`config.mk`:
```
export PLATFORM = sky130hd
export DESIGN_NAME = shift_add_serial_multiplier
export DESIGN_NICKNAME = d
export VERILOG_FILES = /design/src/rtl/shift_add_serial_multiplier.sv
export SDC_FILE = /design/constraint.sdc
export NUM_CORES = 1
export LEC_CHECK = 0
export ABC_AREA = 1
export CORE_ASPECT_RATIO = 1.5
export CORE_MARGIN = 4
export CORE_UTILIZATION = 40
export DETAILED_ROUTE_END_ITERATION = 8
export PLACE_DENSITY = 0.68
export SYNTH_ARGS = -nofsm -noshare
export SYNTH_HDL_FRONTEND = slang
export SYNTH_SLANG_ARGS = --single-unit
```
`constraint.sdc`:
```
create_clock -name CLK -period 3.99 [get_ports CLK]
set_input_delay 0.9975 -clock CLK [delete_from_list [all_inputs] [get_ports CLK]]
set_output_delay 0.9975 -clock CLK [all_outputs]
set_load 0.01 [all_outputs]
```
`src/rtl/shift_add_serial_multiplier.sv`:
```
// Unsigned sequential shift-and-add multiplier.
// Each RUN cycle consumes one multiplier bit, LSB first.
// Result is registered and changes only when a product completes or on reset.
module shift_add_serial_multiplier #(
    parameter int WL = 4
) (
    input  logic            CLK,
    input  logic            RST,
    input  logic            LOAD,
    input  logic [2*WL-1:0] Ain,
    input  logic [2*WL-1:0] Bin,
    output logic [2*WL-1:0] Result
);
    localparam int CW = $clog2(WL + 1);
    localparam logic [CW-1:0] LAST = CW'(WL - 1);

    typedef enum logic [1:0] {IDLE, RUN, DONE} state_t;

    state_t          state, state_nxt;
    logic [2*WL-1:0] mcand;
    logic [2*WL-1:0] acc;
    logic [WL-1:0]   mplier;
    logic [CW-1:0]   cnt;

    // The upper halves of the operand buses are intentionally ignored.
    logic unused_upper;
    assign unused_upper = ^{Ain[2*WL-1:WL], Bin[2*WL-1:WL]};

    // State register; reset returns to IDLE and aborts any multiplication.
    always_ff @(posedge CLK) begin
        if (RST) state <= IDLE;
        else     state <= state_nxt;
    end

    // Next-state logic: fixed WL iterations, no early exit on zero multiplier.
    always_comb begin
        state_nxt = state;
        case (state)
            IDLE:    if (LOAD) state_nxt = RUN;
            RUN:     if (cnt == LAST) state_nxt = DONE;
            DONE:    state_nxt = IDLE;
            default: state_nxt = IDLE;
        endcase
    end

    // Datapath: capture operands, shift-and-accumulate, publish product.
    always_ff @(posedge CLK) begin
        if (RST) begin
            mcand  <= '0;
            mplier <= '0;
            acc    <= '0;
            cnt    <= '0;
            Result <= '0;
        end else begin
            case (state)
                IDLE: begin
                    if (LOAD) begin
                        mcand  <= {{WL{1'b0}}, Ain[WL-1:0]};
                        mplier <= Bin[WL-1:0];
                        acc    <= '0;
                        cnt    <= '0;
                    end
                end
                RUN: begin
                    // 2*WL-bit sum cannot overflow: max product is (2^WL-1)^2.
                    if (mplier[0]) acc <= acc + mcand;
                    mcand  <= mcand << 1;
                    mplier <= mplier >> 1;
                    cnt    <= cnt + 1'b1;
                end
                DONE: Result <= acc;
                default: ;
            endcase
        end
    end
endmodule

```
==> summary.md <==
| Metric | Value |
|---|---|
| #FFs+latches synth | 33 |
| IO Port Bufs | 18 |
| Max-Slew Margin vs Limit | 53.2% |
| Switch Pwr | 0.165 mW |
| Clk_lat worst skew | 0.28 ns |
| Ports | 27 |
| Top_reg_cell synth | dfxtp_1 |
| Unique masters post-synth | 25 |
| Max incr delay on CP | 0.92 ns |
| Final Cycle Share | 62.5% |
| Sum Neg Setup Slack | 0 ns |
| Setup bufs post-CTS | 0 |
| CTS tree | yes |
| Data required, critical path | 4.13 ns |
| P&R area growth vs syn | 18.4% |
| Initial antenna violation count | 0 |
| EDFF count, synth | 0 |
| P_int | 0.490 mW |
| Finish-stage setup viols | 0 |
| Yosys Warn Count | 0 |
| First-pass GRT wire length | 5190 µm |
| Detail Route Antenna Nets | 0 |
| PostCTS Resize Cnt | 0 |
| Critical path endpoint category | flop |
| Final wirelength | 3090 µm |
| H-tree depth | 2 |
| Core Area | 3720 µm² |
| Top cells by area, synth | dfxtp_1 (43%), nand2_1 (9.0%), a21oi_1 (8.1%) |
| Dpl hpwl | 2330 µm |
| Root buf cell | clkbuf_8 |
| # fillers | 388 |
| Slowest cell on crit path | clkdlybuf4s50_1 |
| Crit-path max FO | 18 |
| Row count | 27 |
| Synth top cells by count | nand2_1 (37), dfxtp_1 (33), nor2_1 (29) |
| Final Core Density | 49.3% |
| Critical path, cell by cell | clkdlybuf4s50_1 > inv_1 > nand2_1 > o32ai_1 |
| Finished Layout Cells | 265 |
| Slew @ Worst Pin | 0.700 ns |
| Worst Path Arrival | 2.63 ns |
| Syn Nets | 230 |
| Layout cell share with drive strength beyond 1 | 7.66% |
| Pin count of the biggest net entering global routing | 19 |
| Placed cells | 257 |
| Hold Crit Class | flop to flop |
| Die Area | 4950 µm² |
| Sw frac | 25.2% |
| Crit path time final | 2.49 ns |
| Post-DR vias/cell | 5.00 |
| Avg WL per Cell | 11.7 µm |
| CP Class | input pin to flop |
| Initial Util | 41.6% |
| Die Height | 84.2 µm |
| # clock sinks | 33 |
| GRT Util Overall | 13.7% |
| Final Hold Vio Count | 0 |
| Fin Clk Skew | 0.00614 ns |
| Clock power frac | 36.2% |
| Inserted Diodes | 0 |
| Hold slack | 0.469 ns |
| Fin nets | 250 |
| Yosys top cell area share | 42.7% |
| Leak pwr | 0.830 nW |
| Router iterations before antenna repair | 4 |
| Count leader, synth | nand2_1 |
| Overall power | 0.655 mW |
| Cells after Synth | 201 |
| Worst vdd ir | 0.276 mV |
| Worst-path clk slew | 0.06 ns |
| Via count | 1324 |
| Seq pwr share | 53.6% |
| Initial drt markers | 14 |
| Worst Setup Start Kind | input pin |
| Max Freq | 0.401 GHz |
| Seq/Total Area, Yosys | 42.7% |
| Status | completed |
| Post-Syn Area per Cell | 7.70 µm² |
| Power Dens Cells | 357 nW/µm² |
| Comb power frac | 10.2% |
| Max Cap Violations | 0 |
| Ys async rst share | 0% |
| Chip width | 58.8 µm |
| Area leader, netlist | dfxtp_1 |
| RSZ-0062 raised after global routing | no |
| Clk buf depth | 2 |
| Vias in the first global route | 1224 |
| Final Slew Violations | 0 |
| GR Overflow Total | 0 |
| Cts hold-fix bufs | 0 |
| Synthesized cell area | 1550 µm² |
| RePlAce Congestion | 0.779 |
| CTS Buf Count | 5 |
| # DRC | 0 |
-- placed cells by master (no fill, tap or decap), types with 3 or more instances in the layout --
master           count
a21oi_1             25
a22oi_1              5
clkbuf_8             5
clkdlybuf4s50_1     18
dfxtp_1             33
ha_1                 9
inv_1               16
nand2_1             37
nand3_1              9
nor2_1              29
o21ai_0             15
o22ai_1              3
-- cell families (layout without fill, tap and decap cells) --
kind of cell | after synthesis | in the layout | synth area share [%]
flops | 33 | 33 | 42.7
buf+inv | 24 | 45 | 6.79
fa+ha+maj | 10 | 10 | 8.57
simple gates | 81 | 81 | 22.6
compound gates | 51 | 51 | 18.2
xor+xnor | 2 | 2 | 1.13
-- state kept, by name, indices dropped and copies added (netlist names) --
| name | count |
|---|---|
| mplier | 4 |
| Result | 8 |
| acc | 8 |
| state | 2 |
| cnt | 3 |
| mcand | 8 |
-- per-layer routing --
metal / track usage (%) / part of all wire, % / vias to the layer above
li1: - / - / 704
met1: 13.5 / 41 / 597
met2: 25.2 / 54 / 16
met3: 3.23 / 2.6 / 7
met4: 7.42 / 2.6 / 0
met5: 0 / 0 / -
-- layout make-up --
class                           count  area [µm²]  share of cell area (%)
Multi-Input combinational cell    144         782                    42.7
Sequential cell                    33         661                    36.0
Timing Repair Buffer               18         180                    9.83
Clock buffer                        6        72.6                    3.96
Inverter                           19        73.8                    4.03
Clock inverter                      2        10.0                   0.546
Tap cell                           43        53.8                    2.94
-- metrics by stage --
| step | area [µm²] | worst slack, ns |
|---|---|---|
| floorplan | 1550 | 2.26 |
| global placement | 1750 | 1.23 |
| detailed placement | 1750 | 1.20 |
| CTS | 1830 | 1.51 |
| global route | 1830 | 1.40 |
| finish | 1830 | 1.50 |
-- path summary, 6_finish.rpt --
kind,slack [ns],cells past startpoint,endpoint,start
setup / recovery,1.50,4,cnt[2],RST
setup reg to reg,2.32,7,acc[4],mcand[0]
hold reg to reg,0.47,2,mplier[3],mplier[3]
hold / removal,0.47,2,mplier[3],mplier[3]
-- worst max-delay path, delay by kind of cell --
kind	cells	cell delay, ns
and+or+nand+nor	1	0.20
AOI/OAI and AO/OA	1	0.08
buffers and inverters	2	1.34
-- power by group through the flow --
stage | Sequential, mW | Combinational [mW] | Clock (mW)
after floorplan | 0.356 | 0.0497 | 0
after global placement | 0.359 | 0.0662 | 0
after detailed placement | 0.359 | 0.0673 | 0
after CTS | 0.351 | 0.0674 | 0.243
after global routing | 0.352 | 0.0759 | 0.258
final | 0.351 | 0.0666 | 0.237
(Power assumes the default switching activity.)
